<file path="src/rtl/ariane_pkg.sv">
// Shared constants and types for the hardware performance monitor.
// Overflow interrupt support is enabled by defining HPM_OVERFLOW_IRQ_EN.
package ariane_pkg;

  localparam int unsigned HPM_ADDR_WIDTH = 7;
  localparam int unsigned HPM_DATA_WIDTH = 64;

  localparam logic [HPM_ADDR_WIDTH-1:0] HPM_CNT_BASE   = 7'h00;
  localparam logic [HPM_ADDR_WIDTH-1:0] HPM_SEL_BASE   = 7'h20;
  localparam logic [HPM_ADDR_WIDTH-1:0] HPM_INHIBIT    = 7'h40;
  localparam logic [HPM_ADDR_WIDTH-1:0] HPM_OVF_STATUS = 7'h41;

  // Standard event source indices; selector value is index + 1.
  typedef enum logic [3:0] {
    HPM_EV_ICACHE_MISS = 4'd0,
    HPM_EV_DCACHE_MISS = 4'd1,
    HPM_EV_ITLB_MISS   = 4'd2,
    HPM_EV_DTLB_MISS   = 4'd3,
    HPM_EV_LOAD        = 4'd4,
    HPM_EV_STORE       = 4'd5,
    HPM_EV_BRANCH      = 4'd6,
    HPM_EV_CALL        = 4'd7,
    HPM_EV_RET         = 4'd8,
    HPM_EV_EXCEPTION   = 4'd9,
    HPM_EV_ERET        = 4'd10,
    HPM_EV_MISPREDICT  = 4'd11,
    HPM_EV_SB_FULL     = 4'd12,
    HPM_EV_IF_EMPTY    = 4'd13
  } hpm_event_e;

endpackage

</file>
<file path="src/rtl/hpm_counter_slice.sv">
// One performance counter: event selector, increment mux, counter and carry-out detect.
// With HPM_OVERFLOW_IRQ_EN defined the slice also exports a per-cycle overflow pulse.
module hpm_counter_slice
  import ariane_pkg::*;
#(
  parameter int unsigned CounterWidth = 64,
  parameter int unsigned NumEvents    = 16,
  parameter int unsigned IncWidth     = 2,
  parameter int unsigned SelWidth     = 5
) (
  input  logic                                clk_i,
  input  logic                                rst_ni,
`ifdef HPM_OVERFLOW_IRQ_EN
  output logic                                ovf_c,
`endif
  input  logic                                count_en_i,
  input  logic                                cnt_we_i,
  input  logic                                sel_we_i,
  input  logic [HPM_DATA_WIDTH-1:0]           wdata_i,
  input  logic [NumEvents-1:0][IncWidth-1:0]  event_inc_i,
  output logic [CounterWidth-1:0]             cnt_o,
  output logic [SelWidth-1:0]                 sel_o
);

  logic [CounterWidth-1:0] cnt_q;
  logic [SelWidth-1:0]     sel_q;
  logic [IncWidth-1:0]     inc;

  // Selector 0 and values above NumEvents leave the increment at zero.
  always_comb begin
    inc = '0;
    for (int k = 0; k < int'(NumEvents); k++) begin
      if (sel_q == SelWidth'(k + 1)) inc = event_inc_i[k];
    end
  end

`ifdef HPM_OVERFLOW_IRQ_EN
  logic [CounterWidth:0] sum;
  assign sum   = {1'b0, cnt_q} + (CounterWidth + 1)'(inc);
  // A software write replaces the increment, so it cannot overflow.
  assign ovf_c = count_en_i & ~cnt_we_i & sum[CounterWidth];
`else
  logic [CounterWidth-1:0] sum;
  assign sum = cnt_q + CounterWidth'(inc);
`endif

  always_ff @(posedge clk_i or negedge rst_ni) begin
    if (!rst_ni) begin
      cnt_q <= '0;
      sel_q <= '0;
    end else begin
      if (cnt_we_i)        cnt_q <= wdata_i[CounterWidth-1:0];
      else if (count_en_i) cnt_q <= sum[CounterWidth-1:0];
      if (sel_we_i)        sel_q <= wdata_i[SelWidth-1:0];
    end
  end

  assign cnt_o = cnt_q;
  assign sel_o = sel_q;

endmodule

</file>
<file path="src/rtl/hpm_counters.sv">
// Bank of hardware performance counters with register access and optional overflow IRQ.
// Overflow status and irq_o are built only when HPM_OVERFLOW_IRQ_EN is defined.
module hpm_counters
  import ariane_pkg::*;
#(
  parameter int unsigned NumCounters  = 8,
  parameter int unsigned CounterWidth = 64,
  parameter int unsigned NumEvents    = 16,
  parameter int unsigned IncWidth     = 2
) (
  input  logic                                clk_i,
  input  logic                                rst_ni,
  input  logic                                debug_mode_i,
  input  logic [HPM_ADDR_WIDTH-1:0]           addr_i,
  input  logic                                we_i,
  input  logic [HPM_DATA_WIDTH-1:0]           data_i,
  output logic [HPM_DATA_WIDTH-1:0]           data_o,
  input  logic [NumEvents-1:0][IncWidth-1:0]  event_inc_i,
  output logic                                irq_o
);

  localparam int unsigned SelWidth = $clog2(NumEvents + 1);

  logic [NumCounters-1:0][CounterWidth-1:0] cnt;
  logic [NumCounters-1:0][SelWidth-1:0]     sel;
  logic [NumCounters-1:0]                   inhibit_q;
  logic [NumCounters-1:0]                   count_en;
  logic                                     idx_valid;
  logic                                     in_cnt_range;
  logic                                     in_sel_range;

  assign idx_valid    = {1'b0, addr_i[4:0]} < 6'(NumCounters);
  assign in_cnt_range = (addr_i[6:5] == HPM_CNT_BASE[6:5]) && idx_valid;
  assign in_sel_range = (addr_i[6:5] == HPM_SEL_BASE[6:5]) && idx_valid;
  assign count_en     = ~inhibit_q & {NumCounters{~debug_mode_i}};

`ifdef HPM_OVERFLOW_IRQ_EN
  logic [NumCounters-1:0] ovf_c;
`endif

  for (genvar g = 0; g < int'(NumCounters); g++) begin : g_slice
    hpm_counter_slice #(
      .CounterWidth (CounterWidth),
      .NumEvents    (NumEvents),
      .IncWidth     (IncWidth),
      .SelWidth     (SelWidth)
    ) u_slice (
      .clk_i       (clk_i),
      .rst_ni      (rst_ni),
`ifdef HPM_OVERFLOW_IRQ_EN
      .ovf_c       (ovf_c[g]),
`endif
      .count_en_i  (count_en[g]),
      .cnt_we_i    (we_i && in_cnt_range && (addr_i[4:0] == 5'(g))),
      .sel_we_i    (we_i && in_sel_range && (addr_i[4:0] == 5'(g))),
      .wdata_i     (data_i),
      .event_inc_i (event_inc_i),
      .cnt_o       (cnt[g]),
      .sel_o       (sel[g])
    );
  end

  // Inhibit mask only has storage for implemented counters.
  always_ff @(posedge clk_i or negedge rst_ni) begin
    if (!rst_ni)                            inhibit_q <= '0;
    else if (we_i && addr_i == HPM_INHIBIT) inhibit_q <= data_i[NumCounters-1:0];
  end

`ifdef HPM_OVERFLOW_IRQ_EN
  logic [NumCounters-1:0] ovf_q;
  logic [NumCounters-1:0] ovf_d;
  logic [NumCounters-1:0] ovf_w1c;
  logic                   irq_q;

  // Write-1-to-clear, with a same-cycle overflow keeping the bit set.
  always_comb begin
    ovf_w1c = '0;
    if (we_i && addr_i == HPM_OVF_STATUS) ovf_w1c = data_i[NumCounters-1:0];
    ovf_d = (ovf_q & ~ovf_w1c) | ovf_c;
  end

  always_ff @(posedge clk_i or negedge rst_ni) begin
    if (!rst_ni) begin
      ovf_q <= '0;
      irq_q <= 1'b0;
    end else begin
      ovf_q <= ovf_d;
      irq_q <= |ovf_q;
    end
  end

  assign irq_o = irq_q;
`else
  assign irq_o = 1'b0;
`endif

  // Read mux from registered state only; reads during a write see the old value.
  always_comb begin
    data_o = '0;
    for (int i = 0; i < int'(NumCounters); i++) begin
      if (addr_i[4:0] == 5'(i)) begin
        if (in_cnt_range) data_o = HPM_DATA_WIDTH'(cnt[i]);
        if (in_sel_range) data_o = HPM_DATA_WIDTH'(sel[i]);
      end
    end
    if (addr_i == HPM_INHIBIT) data_o = HPM_DATA_WIDTH'(inhibit_q);
`ifdef HPM_OVERFLOW_IRQ_EN
    if (addr_i == HPM_OVF_STATUS) data_o = HPM_DATA_WIDTH'(ovf_q);
`endif
  end

endmodule

</file>
<file path="config.mk">
export PLATFORM = sky130hd
export DESIGN_NAME = hpm_counters
export DESIGN_NICKNAME = d
export VERILOG_FILES = /design/src/rtl/ariane_pkg.sv /design/src/rtl/hpm_counter_slice.sv /design/src/rtl/hpm_counters.sv
export SDC_FILE = /design/constraint.sdc
export NUM_CORES = 2
export LEC_CHECK = 0
export BUFFER_PORTS_ARGS = -buffer_cell sky130_fd_sc_hd__buf_2
export CAP_MARGIN = 20
export CELL_PAD_IN_SITES_DETAIL_PLACEMENT = 0
export CELL_PAD_IN_SITES_GLOBAL_PLACEMENT = 1
export CORE_MARGIN = 5
export CORE_UTILIZATION = 48
export CTS_CLUSTER_SIZE = 16
export DETAILED_ROUTE_END_ITERATION = 6
export PLACE_DENSITY = 0.89
export SLEW_MARGIN = 20
export SYNTH_ARGS = -nofsm -noshare
export SYNTH_HDL_FRONTEND = slang
export SYNTH_HIERARCHICAL = 1
export SYNTH_SLANG_ARGS = --single-unit
</file>
<file path="constraint.sdc">
create_clock -name clk_i -period 4.1 [get_ports clk_i]
set_clock_uncertainty 0.05 [all_clocks]
set_input_delay 0.82 -clock clk_i [delete_from_list [all_inputs] [get_ports clk_i]]
set_output_delay 0.82 -clock clk_i [all_outputs]
set_load 0.05 [all_outputs]
</file>
Word level (Yosys, flattened, before mapping) --
Index checks and enable logic that the tools add are counted.
Cells by class: reductions and logical operators 31, multiplexer cells 169, magnitude comparators 1, bitwise logic cells 3, eq/ne operators 137, add/subtract/negate cells 8
Operator list (count):
- $mux 64 | 41
- $add 64x2->64 | 8
- $eq 5x4->1 const B | 64
- $mux 2 | 128
- $eq 5x3->1 const B | 36
- $eq 5x2->1 const B | 18
- $eq 5x1->1 const B | 9
- $eq 5x5->1 const B | 8
- $logic_and 1x1->1 | 21
- $reduce_bool 2->1 | 8
- $and 8x8->8 | 1
- $not 8->8 | 1
- $eq 7x7->1 const B | 1
- $logic_not 5->1 | 1
- $lt 5x4->1 const B | 1
- $eq 2x1->1 const B | 1
- $logic_not 2->1 | 1
- $not 1->1 | 1
Storage, ports and cells: bits in registers 560, output and inout bits 65, input port bits 107

Longest topological paths before layout --
word-level depth 27, mapped depth 15

Cells and area by module --
The synthesis kept the hierarchy.
By module, submodules not included:
- hpm_counter_slice | instances 8, area an instance 4493.1 sq um, cells an instance 523
- hpm_counters | instances 1, area an instance 4475.5 sq um, cells an instance 638

Least setup slack after synthesis --
Ideal clock, no wire load.
path kind input-to-output, from input addr_i[2], to output data_o[18], buffers on the path 4, setup slack 0.139 ns, arrival time 3.091 ns, cell stages on the path 8, data required time 3.230 ns, path through buf_2 > or3_1 > buf_6 > nor3_1 > buf_4 > buf_2 > a22oi_1 > a31oi_1
On the way: word-level cells in the longest chain between the ends 27, elaborated cells on any way between the ends 37, classes of those cells 1 x order compare; 8 x eq/ne; 25 x mux; 3 x reduce/logical
RTL lines:
- start, declared | line hpm_counters.sv:14 | input logic [HPM_ADDR_WIDTH-1:0] addr_i,
- $lt 5x4->1 | line hpm_counters.sv:32 | assign idx_valid = {1'b0, addr_i[4:0]} < 6'(NumCounters);
- $logic_and 1x1->1 | line hpm_counters.sv:33 | assign in_cnt_range = (addr_i[6:5] == HPM_CNT_BASE[6:5]) && idx_valid;
- $mux 64 | line hpm_counters.sv:102 | if (in_cnt_range) data_o = HPM_DATA_WIDTH'(cnt[i]);
- $mux 64 | line hpm_counters.sv:103 | if (in_sel_range) data_o = HPM_DATA_WIDTH'(sel[i]);
- $mux 64 | line hpm_counters.sv:101 | if (addr_i[4:0] == 5'(i)) begin
- $mux 64 | line hpm_counters.sv:102
- $mux 64 | line hpm_counters.sv:103
- $mux 64 | line hpm_counters.sv:101
- (+11 left out)
- $mux 64 | line hpm_counters.sv:101
- $mux 64 | line hpm_counters.sv:102
- $mux 64 | line hpm_counters.sv:103
- $mux 64 | line hpm_counters.sv:101
- $mux 64 | line hpm_counters.sv:102
- $mux 64 | line hpm_counters.sv:103
- $mux 64 | line hpm_counters.sv:101
- $mux 64 (*) | line hpm_counters.sv:106 | if (addr_i == HPM_INHIBIT) data_o = HPM_DATA_WIDTH'(inhibit_q);
- end, declared | line hpm_counters.sv:17 | output logic [HPM_DATA_WIDTH-1:0] data_o,
Mark *: on every way between the ends. The rest lies on a longest branch, timed or not.

Worst setup path in the final report --
from input addr_i[4], to output data_o[24]
Same word-level chain as after synthesis.

==> summary.md <==
| Metric | Value |
|---|---|
| CP Class | in -> out |
| Largest net degree at the start of global routing | 89 |
| Final Power | 15700 uW |
| Core Region | 83600 sq um |
| Share of the synthesized area in the top cell type | 34.7% |
| Overall Global Routing Usage | 38.8% |
| Ys flop type | dfrtp_1 |
| Final nets | 5271 |
| Postcts setup bufs | 0 |
| Avg Inst Size Synth | 8.38 sq um |
| Met1 usage | 56.6% |
| P_leak | 0.0183 uW |
| Crit path DAT | 3.28 ns |
| Worst setup margin | -0.0504 ns |
| CTS Buffer Depth | 3 |
| Critical path's slowest cell | a22oi_1 |
| Clk slew on worst S/H paths | 0.06 ns |
| Final Hold Viols | 0 |
| Die Ht | 300 um |
| Boundary Pins | 172 |
| Via density | 6.88 |
| Via count | 43200 |
| Crit path launch type | input pin |
| DIE WIDTH | 300 um |
| Clk Latency, worst-skew pair | 0.62 ns |
| CTS buffer count | 73 |
| Reg2reg start | g_slice[4].u_slice/sel_o[0]$_DFFE_PN0P_ |
| Starting Density | 48.4% |
| Power per cell area | 330 nW/um^2 |
| H-tree depth | 3 |
| IO Port Bufs | 170 |
| Antenna violations before repair | 5 |
| GR Layer Usage met3 | 11.8% |
| Max-Cap Viols | 0 |
| Slew Limit Fails | 0 |
| Clk sinks | 560 |
| Dominant cell type by area after synthesis | dfrtp_1 |
| Aggregate global routing overflow | 0 |
| Failing checks | DRC, setup timing |
| DIE AREA | 90100 sq um |
| 1st-iter DRT viols | 6186 |
| Req. time, crit path | 3.23 ns |
| Core Rows | 106 |
| Number of global-route vias before repair | 39500 |
| Commonest non-fill, non-tap cell in the layout | nand2_1 |
| Met2 GRT Util | 54.5% |
| Busiest grt layer | met1 |
| Unique cell type count in the Yosys netlist | 73 |
| Async set-reset flop share out of synthesis | 100% |
| Synthesized net count | 4953 |
| Fmax | 241 MHz |
| Layout cells sized above 1 | 16.6% |
| Maximum vdd ir drop | 0.287 mV |
| First-pass DRT Iterations | 7 |
| Mapped Cells | 4822 |
| Cell chosen for the clock root | clkbuf_16 |
| Top post-synthesis cells by area | dfrtp_1, nand2_1, o21ai_0 |
| Largest stage delay, worst path | 0.57 ns |
| Worst hold path type | in -> async |
| Fin crit period | 4.15 ns |
| Detail Route Antenna Nets | 0 |
| Worst-margin pin slew | 1.17 ns |
| Crit Path Max Fanout | 37 |
| Mapped Area | 40400 sq um |
| GPL Wtd Cong | 1.05 |
| Commonest non-fill, non-tap cells in the layout | nand2_1, dfrtp_1, o21ai_0 |
| Status | finished with violations |
| Register area share after synthesis | 34.7% |
| Place WS | -0.108 ns |
| WP buf/inv | 6 |
| Delay-heaviest family, CP | buffers and inverters |
| TritonCTS clock tree | done |
| Synthesis-to-layout area growth | 17.4% |
| Critical Path Source | addr_i[4] |
| HPWL after detailed placement | 140000 um |
| Final setup violation count | 2 |
| Final worst-path cycle share | 101% |
| DR WL/cell | 29.0 um |
| Ys Warns | 6 |
| Slew headroom | 21.4% |
| First-pass GRT wire length | 263000 um |
| Synth Register Bits | 560 |
| Post-route DRC | 6 |
| Worst Setup End Kind | primary output |
| Hold Buf Count CTS | 0 |
| Final WL | 182000 um |
| Post-synth EDFFs | 0 |
| Worst path cell trace | buf_2 > buf_4 > nor4b_4 > buf_12 > nor3_2 > buf_12 > buf_4 > a22oi_1 > a31oi_2 > buf_2 |
==> cell families after synthesis <==
logic type               synth area share [%]
AND/OR/NAND/NOR                          29.0
AO/OA/AOI/OAI                            19.9
flip-flops                               34.7
buffers and inverters                    4.13
XOR/XNOR                                 6.24
multiplexers                             5.14
adder cells (fa/ha/maj)                 0.891
other                                 0.00928
==> synth_stat cells, types with 70 or more instances <==
cell and n:
nand4_1 215, xor2_1 112, o31ai_1 80, nor2_1 276, and4_1 97, o21ai_0 348, nor4_1 129, nor2b_1 94
mux2_2 75, mux2i_1 87, a31oi_1 183, dfrtp_1 560, nor3_1 183, or3_1 70, clkbuf_1 220, or4_1 98
a21oi_1 76, nand2_1 585, and3_1 71, nand3_1 196, a22oi_1 150, a221o_1 76, xnor2_1 176, inv_1 115
==> per-stage QoR <==
| stage | hold slack (ns) | setup TNS [ns] | cells | utilization (%) | cell area (sq um) |
|---|---|---|---|---|---|
| 2_1_floorplan | 0.453 | 0 | 4822 | - | 40400 |
| 3_3_place_gp | 0.484 | -0.143 | 6145 | 53.8 | 45000 |
| 3_5_place_dp | 0.496 | -0.306 | 6145 | 53.8 | 45000 |
| 4_1_cts | 0.201 | 0 | 6274 | 56.7 | 47400 |
| 5_1_grt | 0.211 | -0.0747 | 6275 | 56.8 | 47500 |
| 6_report | 0.156 | -0.0549 | 6277 | 56.8 | 47500 |
==> power breakdown <==
group | total, uW | internal, uW | switching [uW]
clock network | 6580 | 3900 | 2670
registers | 6940 | 5960 | 978
logic | 2160 | 872 | 1290
==> layout make-up <==
| class | count | area, sq um |
|---|---|---|
| Clock inverter | 20 | 191 |
| Timing Repair Buffer | 543 | 4270 |
| Multi-Input combinational cell | 3847 | 25000 |
| Tap cell | 1080 | 1350 |
| Antenna cell | 3 | 7.51 |
| Sequential cell | 560 | 14000 |
| Fill cell | 7633 | 36100 |
| Clock buffer | 109 | 2210 |
| Inverter | 115 | 432 |
==> metal layers <==
metal  up-vias  routed length (um)
met4         2                7040
li1      19000                   -
met2      2728               73700
met3       369               25600
met1     21100               75800
met5         -                   9
==> state kept, by name, indices dropped and copies added (netlist names) <==
| register | count |
|---|---|
| g_slice.u_slice/sel_o | 40 |
| g_slice.u_slice/cnt_o | 512 |
| inhibit_q | 8 |
==> final timing paths <==
check,endpoint,slack [ns],cells past startpoint
worst max-delay path,data_o[24],-0.05,10
worst min-delay path,g_slice[5].u_slice/cnt_o[8]$_DFFE_PN0P_,0.16,1
worst max register to register,g_slice[4].u_slice/cnt_o[61]$_DFFE_PN0P_,0.16,13
worst min register to register,inhibit_q[7]$_DFFE_PN0P_,0.52,1
max in group asynchronous,g_slice[2].u_slice/cnt_o[46]$_DFFE_PN0P_,2.73,2
min in group clk_i,inhibit_q[7]$_DFFE_PN0P_,0.52,1
==> what timing repair did <==
action                                  4_1_cts  5_1_grt
endpoints found under the setup margin        4       43
resized for setup                             4       12
pin swaps                                     1        2
Note: power is estimated with default switching activity, not from simulation.
